**src/rtl/cronometro_teclado_if.sv**
```systemverilog
// Bundle of the controller-facing and keypad-facing signals of the stopwatch core.
interface cronometro_teclado_if;
  logic        runner;
  logic        modo;
  logic        pset;
  logic [4:1]  lin;
  logic [4:1]  col;
  logic        clkout;
  logic [13:0] num_at;
  logic [13:0] num_set;

  // Controller / keypad side: drives strobes and rows, observes the core.
  modport master (
    output runner, modo, pset, lin,
    input  col, clkout, num_at, num_set
  );

  // Stopwatch core side.
  modport slave (
    input  runner, modo, pset, lin,
    output col, clkout, num_at, num_set
  );
endinterface

```
**src/rtl/cronometro_teclado.sv**
```systemverilog
// Stopwatch core: state-clock divider, count tick, 4x4 keypad scanner with
// debounced decimal entry, and a 0..9999 up/down counter with settable limit.
module cronometro_teclado #(
  parameter int STATE_DIV  = 25_000_000,
  parameter int TICK_DIV   = 50_000,
  parameter int SCAN_DIV   = 50_000,
  parameter int DEB_CYCLES = 500_000
) (
  input logic clk,
  input logic reset,
  cronometro_teclado_if.slave bus
);

  localparam int SD_W = (STATE_DIV > 1) ? $clog2(STATE_DIV) : 1;
  localparam int TK_W = (TICK_DIV > 1) ? $clog2(TICK_DIV) : 1;
  localparam int SC_W = (SCAN_DIV > 1) ? $clog2(SCAN_DIV) : 1;
  localparam int DB_W = $clog2(DEB_CYCLES + 1);

  localparam logic [SD_W-1:0] SD_MAX = SD_W'(STATE_DIV - 1);
  localparam logic [TK_W-1:0] TK_MAX = TK_W'(TICK_DIV - 1);
  localparam logic [SC_W-1:0] SC_MAX = SC_W'(SCAN_DIV - 1);
  localparam logic [DB_W-1:0] DB_SAT = DB_W'(DEB_CYCLES);
  localparam logic [13:0]     MAX_VAL = 14'd9999;

  typedef enum logic {K_ARMED = 1'b0, K_DISARMED = 1'b1} kst_t;

  // Clamp a 14-bit value into the displayable 0..9999 range.
  function automatic logic [13:0] sat_9999(input logic [13:0] v);
    return (v > MAX_VAL) ? MAX_VAL : v;
  endfunction

  // Shift a decimal digit into a value, keeping only the last four digits.
  function automatic logic [13:0] append_digit(input logic [13:0] v, input logic [3:0] d);
    logic [17:0] full;
    full = 18'(v) * 18'd10 + 18'(d);
    return 14'(full % 18'd10000);
  endfunction

  logic [SD_W-1:0] state_cnt_q, state_cnt_d;
  logic            clkout_q, clkout_d;
  logic [TK_W-1:0] tick_cnt_q, tick_cnt_d;
  logic            tick;
  logic [SC_W-1:0] scan_cnt_q, scan_cnt_d;
  logic [4:1]      col_q, col_d;
  logic [4:1]      pat_q, pat_d;
  logic [DB_W-1:0] run_q, run_d;
  logic            lin_idle, stable;
  kst_t            kst_q, kst_d;
  logic            key_evt;
  logic [1:0]      row_idx, col_idx;
  logic            key_is_dig, key_is_star;
  logic [3:0]      key_dig;
  logic [13:0]     num_set_q, num_set_d;
  logic [13:0]     limite_q, limite_d;
  logic [13:0]     num_at_q, num_at_d;
  logic            modo_q, modo_d;

  // State-clock divider and free-running count tick.
  always_comb begin
    state_cnt_d = state_cnt_q + SD_W'(1);
    clkout_d    = clkout_q;
    if (state_cnt_q == SD_MAX) begin
      state_cnt_d = '0;
      clkout_d    = ~clkout_q;
    end
    tick       = (tick_cnt_q == TK_MAX);
    tick_cnt_d = tick ? '0 : tick_cnt_q + TK_W'(1);
  end

  // Column rotation while idle, and run length of the current row pattern.
  always_comb begin
    lin_idle   = &bus.lin;
    scan_cnt_d = scan_cnt_q;
    col_d      = col_q;
    if (lin_idle) begin
      if (scan_cnt_q == SC_MAX) begin
        scan_cnt_d = '0;
        col_d      = {col_q[3:1], col_q[4]};
      end else begin
        scan_cnt_d = scan_cnt_q + SC_W'(1);
      end
    end
    pat_d = bus.lin;
    if (bus.lin != pat_q) begin
      run_d = DB_W'(1);
    end else if (run_q == DB_SAT) begin
      run_d = run_q;
    end else begin
      run_d = run_q + DB_W'(1);
    end
    stable = (run_d == DB_SAT);
  end

  // Press/release arming FSM: next state.
  always_comb begin
    kst_d = kst_q;
    unique case (kst_q)
      K_ARMED:    if (!lin_idle && stable) kst_d = K_DISARMED;
      K_DISARMED: if (lin_idle && stable)  kst_d = K_ARMED;
      default:    kst_d = K_ARMED;
    endcase
  end

  // Press/release arming FSM: one-cycle key event on an accepted press.
  always_comb begin
    key_evt = (kst_q == K_ARMED) && !lin_idle && stable;
  end

  // Key decode from lowest low row and the active column.
  always_comb begin
    if (!bus.lin[1])      row_idx = 2'd0;
    else if (!bus.lin[2]) row_idx = 2'd1;
    else if (!bus.lin[3]) row_idx = 2'd2;
    else                  row_idx = 2'd3;
    case (col_q)
      4'b1110: col_idx = 2'd0;
      4'b1101: col_idx = 2'd1;
      4'b1011: col_idx = 2'd2;
      default: col_idx = 2'd3;
    endcase
    key_is_dig  = 1'b0;
    key_is_star = 1'b0;
    key_dig     = 4'd0;
    if (row_idx != 2'd3) begin
      if (col_idx != 2'd3) begin
        key_is_dig = 1'b1;
        key_dig    = {2'b00, row_idx} * 4'd3 + {2'b00, col_idx} + 4'd1;
      end
    end else if (col_idx == 2'd0) begin
      key_is_star = 1'b1;
    end else if (col_idx == 2'd1) begin
      key_is_dig = 1'b1;
    end
  end

  // Entry register, limit tracking and the up/down counter.
  always_comb begin
    num_set_d = num_set_q;
    if (key_evt && bus.pset) begin
      if (key_is_dig)       num_set_d = append_digit(num_set_q, key_dig);
      else if (key_is_star) num_set_d = '0;
    end
    limite_d = bus.pset ? sat_9999(num_set_q) : limite_q;
    modo_d   = bus.modo;
    num_at_d = num_at_q;
    if (bus.modo != modo_q) begin
      num_at_d = bus.modo ? limite_q : '0;
    end else if (tick && bus.runner) begin
      if (!bus.modo) begin
        if (limite_q == '0)           num_at_d = (num_at_q >= MAX_VAL) ? '0 : num_at_q + 14'd1;
        else if (num_at_q < limite_q) num_at_d = num_at_q + 14'd1;
      end else if (num_at_q != '0) begin
        num_at_d = num_at_q - 14'd1;
      end
    end
  end

  // Arming FSM state register.
  always_ff @(posedge clk) begin
    if (reset) kst_q <= K_ARMED;
    else       kst_q <= kst_d;
  end

  // Datapath and divider registers.
  always_ff @(posedge clk) begin
    if (reset) begin
      state_cnt_q <= '0;
      clkout_q    <= 1'b0;
      tick_cnt_q  <= '0;
      scan_cnt_q  <= '0;
      col_q       <= 4'b1110;
      pat_q       <= 4'b1111;
      run_q       <= '0;
      num_set_q   <= '0;
      limite_q    <= '0;
      num_at_q    <= '0;
      modo_q      <= bus.modo;
    end else begin
      state_cnt_q <= state_cnt_d;
      clkout_q    <= clkout_d;
      tick_cnt_q  <= tick_cnt_d;
      scan_cnt_q  <= scan_cnt_d;
      col_q       <= col_d;
      pat_q       <= pat_d;
      run_q       <= run_d;
      num_set_q   <= num_set_d;
      limite_q    <= limite_d;
      num_at_q    <= num_at_d;
      modo_q      <= modo_d;
    end
  end

  assign bus.col     = col_q;
  assign bus.clkout  = clkout_q;
  assign bus.num_at  = num_at_q;
  assign bus.num_set = num_set_q;

endmodule

```
**src/flat_wrapper.sv**
```systemverilog
// flat-port wrapper written by rule: the top's interface ports become plain ports
module cronometro_teclado_flat 
#(
  parameter int STATE_DIV  = 25_000_000,
  parameter int TICK_DIV   = 50_000,
  parameter int SCAN_DIV   = 50_000,
  parameter int DEB_CYCLES = 500_000
)
  (clk, reset, bus_runner, bus_modo, bus_pset, bus_lin, bus_col, bus_clkout, bus_num_at, bus_num_set);
  cronometro_teclado_if bus_i ();
  input logic clk;
  input logic reset;
  input wire logic [$bits(bus_i.runner)-1:0] bus_runner;
  input wire logic [$bits(bus_i.modo)-1:0] bus_modo;
  input wire logic [$bits(bus_i.pset)-1:0] bus_pset;
  input wire logic [$bits(bus_i.lin)-1:0] bus_lin;
  output wire logic [$bits(bus_i.col)-1:0] bus_col;
  output wire logic [$bits(bus_i.clkout)-1:0] bus_clkout;
  output wire logic [$bits(bus_i.num_at)-1:0] bus_num_at;
  output wire logic [$bits(bus_i.num_set)-1:0] bus_num_set;
  assign bus_i.runner = bus_runner;
  assign bus_i.modo = bus_modo;
  assign bus_i.pset = bus_pset;
  assign bus_i.lin = bus_lin;
  assign bus_col = bus_i.col;
  assign bus_clkout = bus_i.clkout;
  assign bus_num_at = bus_i.num_at;
  assign bus_num_set = bus_i.num_set;
  cronometro_teclado #(.STATE_DIV(STATE_DIV), .TICK_DIV(TICK_DIV), .SCAN_DIV(SCAN_DIV), .DEB_CYCLES(DEB_CYCLES)) u_core (.clk(clk), .reset(reset), .bus(bus_i));
endmodule
```
**config.mk**
```make
export PLATFORM = sky130hd
export DESIGN_NAME = cronometro_teclado_flat
export DESIGN_NICKNAME = d
export VERILOG_FILES = /design/src/rtl/cronometro_teclado_if.sv /design/src/rtl/cronometro_teclado.sv /design/src/flat_wrapper.sv
export SDC_FILE = /design/constraint.sdc
export NUM_CORES = 1
export LEC_CHECK = 0
export ABC_AREA = 1
export CORE_ASPECT_RATIO = 0.5
export CORE_MARGIN = 4
export CORE_UTILIZATION = 50
export DETAILED_ROUTE_END_ITERATION = 6
export HOLD_SLACK_MARGIN = 0.12
export PLACE_DENSITY = 0.75
export SYNTH_ARGS = -nofsm -noshare
export SYNTH_HDL_FRONTEND = slang
export SYNTH_SLANG_ARGS = --single-unit
```
**constraint.sdc**
```tcl
create_clock -name clk -period 10.5 [get_ports clk]
set_input_delay 2.1 -clock clk [delete_from_list [all_inputs] [get_ports clk]]
set_output_delay 2.1 -clock clk [all_outputs]
set_load 0.01 [all_outputs]
```
==> results.toml <==
[power_and_ir_drop]
leakagePower_nw = 4.97
vdd_drop_max_uv = 119
power-per-cell-area_mw_per_mm2 = 117

[worst_setup_path]
cp.required_ns = 10.75
path_depth = 48
reg2reg_to = "u_core.bus.num_set[11]"
path_max_fanout = 13
r2r_start = "u_core.bus.col[4]"
setup.worst_path.start = "bus_lin[0]"
ff2ff_setup_slack_ns = 2.81
worstSetupEndpointType = "flip-flop"
path_buf_inv = 6
critPathArrivalTime_ns = 9.60
crit_top_cell = "nand2_1"
ff2ff_path_depth = 47
start_kind = "input pin"
critPathKind = "input pin to flip-flop"
cp_slowest_cell = "fa_1"
cp_top_family = "simple AND/OR/NAND/NOR gates"
slowest_delay_ns = 0.52

[route]
wl_met2_mm = 11.2
wl_met1_mm = 11.6
vias_per_cell = 5.29
ant_nets = 0
drtIter0Drc = 685
dr_wl_met3_um = 792
dr.pass1.iters = 5
wl_per_cell_um = 12.9
top_layer_used = "met4"
routed_wl_mm = 24.2
vias = 9948
drc = 0

[clocking]
clk_pin_slew_ns = 0.06
cts_resized = 0
cts.sinks = 129
clkLatencyLatePin_ns = 0.42
post-cts-setup-buffer-count = 0
cts_tree = "built"
htree_levels = 4
clockBufferDepth = 2
cts_hold_buf = 0
root_buffer = "clkbuf_16"
cts_buffers = 17

[min_path]
hold_end = "u_core.tick_cnt_q[0]"
hp-class = "flip-flop to flip-flop"
hp-start = "u_core.tick_cnt_q[0]"
holdPathStages = 1

[timing]
period_minus_slack_ns = 9.35
tns_ns = 0
period_share_pct = 89.0
fin_ws_ns = 1.15
rsz0062_at_grt = "no"
tightest_slew_ns = 1.18
slew_headroom_pct = 20.7
hold_viol_final = 0
slew_viol_final = 0
skew_ns = 0.0143
fmax_ghz = 0.107
setup_violations = 0

[finish]
finalNonFillerCells = 1880
syn_to_final_growth_pct = 12.3
nets = 1667
fin_util_pct = 57.4
n_antenna_cell = 0
drive_above_1_share_pct = 7.74

[placed_design]
placed_cells = 1849
gp_congestion = 0.917
hpwl_mm = 18.6
dp_slack_ns = 0.779
port_buffers = 41

[logic_synthesis]
async_flop_share_pct = 0
synth.distinct_cells = 57
synthesis.area_mm2 = 0.00999
synth_edf_count = 0
avgSynthCellArea_um2 = 6.36
synth_warnings = 0
synth_nets = 1637
synth_flop_cell = "dfxtp_1"
postSynthCellCount = 1572
ys_seq_area_share_pct = 25.8
synth_seq_cells = 129

[run_status]
outcome = "completed"

[die]
fp-row-count = 36
die-area_mm2 = 0.0224
core-area_mm2 = 0.0195
die-width_um = 208
io_pins = 42
start_util_pct = 51.1
die_y_um = 108

[flow_run]
cap_violations = 0

[grt]
overflow = 0
grt_max_degree = 53
antenna_found_initial = 0
grt_pass1_vias = 9374
grt_pass1_wl_mm = 41.9
grt_usage_pct = 21.6
==> cell usage in the layout, fill, tap and decap left out, types with 32 or more instances in the layout <==
| cell type | netlist | layout |
|---|---|---|
| a21oi_1 | 94 | 94 |
| clkdlybuf4s50_1 | 0 | 40 |
| dfxtp_1 | 129 | 129 |
| ha_1 | 52 | 52 |
| inv_1 | 236 | 236 |
| nand2_1 | 360 | 360 |
| nand3_1 | 128 | 128 |
| nand4_1 | 32 | 32 |
| nor2_1 | 156 | 156 |
| nor3_1 | 48 | 48 |
| o21ai_0 | 64 | 64 |
| xor2_1 | 41 | 41 |
==> worst reg2reg max path, delay by kind of cell (launching register included) <==
kind,cells,cell delay (ns)
buffers and inverters,4,0.31
AO/OA/AOI/OAI,5,0.78
AND/OR/NAND/NOR,34,4.53
adder cells (fa/ha/maj),4,1.54
flip-flops,1,0.38
==> layout make-up <==
type	instances	area [um2]
Inverter	257	965
Clock buffer	17	425
Timing Repair Buffer	41	405
Clock inverter	14	205
Multi-Input combinational cell	1156	6300
Fill cell	1859	8330
Tap cell	266	333
Sequential cell	129	2580
==> cell families (layout without fill, tap and decap cells) <==
group                      after synthesis  after routing  share of synthesized area (%)
buffers and inverters                  287            329                           11.1
adders and majority gates               56             56                           7.31
xor gates and xnor gates                52             52                           4.56
and+or+nand+nor                        839            839                           39.3
DFF                                    129            129                           25.8
AOI/OAI and AO/OA                      209            209                           11.9
==> state kept, by name, indices dropped and copies added, names as in the netlist, named ones only <==
signal	cells
u_core.state_cnt_q	25
u_core.modo_q	1
u_core.bus.col	4
u_core.bus.clkout	1
u_core.bus.num_set	14
u_core.pat_q	4
u_core.run_q	19
u_core.bus.num_at	14
u_core.scan_cnt_q	16
u_core.tick_cnt_q	16
u_core.limite_q	14
==> per-stage QoR <==
stage          hold WS (ns)  cell area (um2)  power (mW)
5_1_grt               0.469            11200        1.37
4_1_cts               0.456            11200        1.32
2_1_floorplan         0.418             9990       0.644
6_report              0.447            11200        1.32
3_5_place_dp          0.444            10600       0.694
3_3_place_gp          0.425            10600       0.690
==> worst max path at each step <==
| stage | end | slack [ns] |
|---|---|---|
| floorplan | u_core.bus.num_set[11] | 2.24 |
| global placement | u_core.bus.num_set[9] | 1.07 |
| detailed placement | u_core.bus.num_set[9] | 0.78 |
| CTS | u_core.bus.num_set[9] | 1.18 |
| global route | u_core.bus.num_set[13] | 0.41 |
| finish | u_core.bus.num_set[11] | 1.15 |
==> synthesized netlist by cell type (9+ instances only) <==
| library cell | instances | area, um2 |
|---|---|---|
| ha_1 | 52 | 651 |
| o21ai_0 | 64 | 320 |
| nor3b_1 | 17 | 128 |
| clkbuf_1 | 22 | 82.6 |
| nand2_2 | 28 | 175 |
| nand3_2 | 9 | 90.1 |
| nor2_1 | 156 | 586 |
| nand3_1 | 128 | 641 |
| inv_1 | 236 | 886 |
| xor2_1 | 41 | 359 |
| nand4_1 | 32 | 200 |
| nor3_1 | 48 | 240 |
| a21oi_1 | 94 | 470 |
| xnor2_1 | 11 | 96.3 |
| nand2_1 | 360 | 1350 |
| o211ai_1 | 9 | 67.6 |
| nor4_1 | 18 | 113 |
| inv_2 | 17 | 63.8 |
| dfxtp_1 | 129 | 2580 |
| nand2_4 | 9 | 101 |
==> layer usage <==
metal,vias to the layer above,track usage (%)
met3,50,3.13
met4,0,7.59
met5,-,0
li1,5196,-
met1,4504,27.8
met2,198,37.6
==> power by group <==
part | total [mW] | internal [mW] | switching (mW)
Clock | 0.632 | 0.400 | 0.232
Combinational | 0.161 | 0.0654 | 0.0953
Sequential | 0.524 | 0.503 | 0.0213
Total | 1.32 | 0.968 | 0.348
No activity file was read; power rests on OpenSTA's default activity.
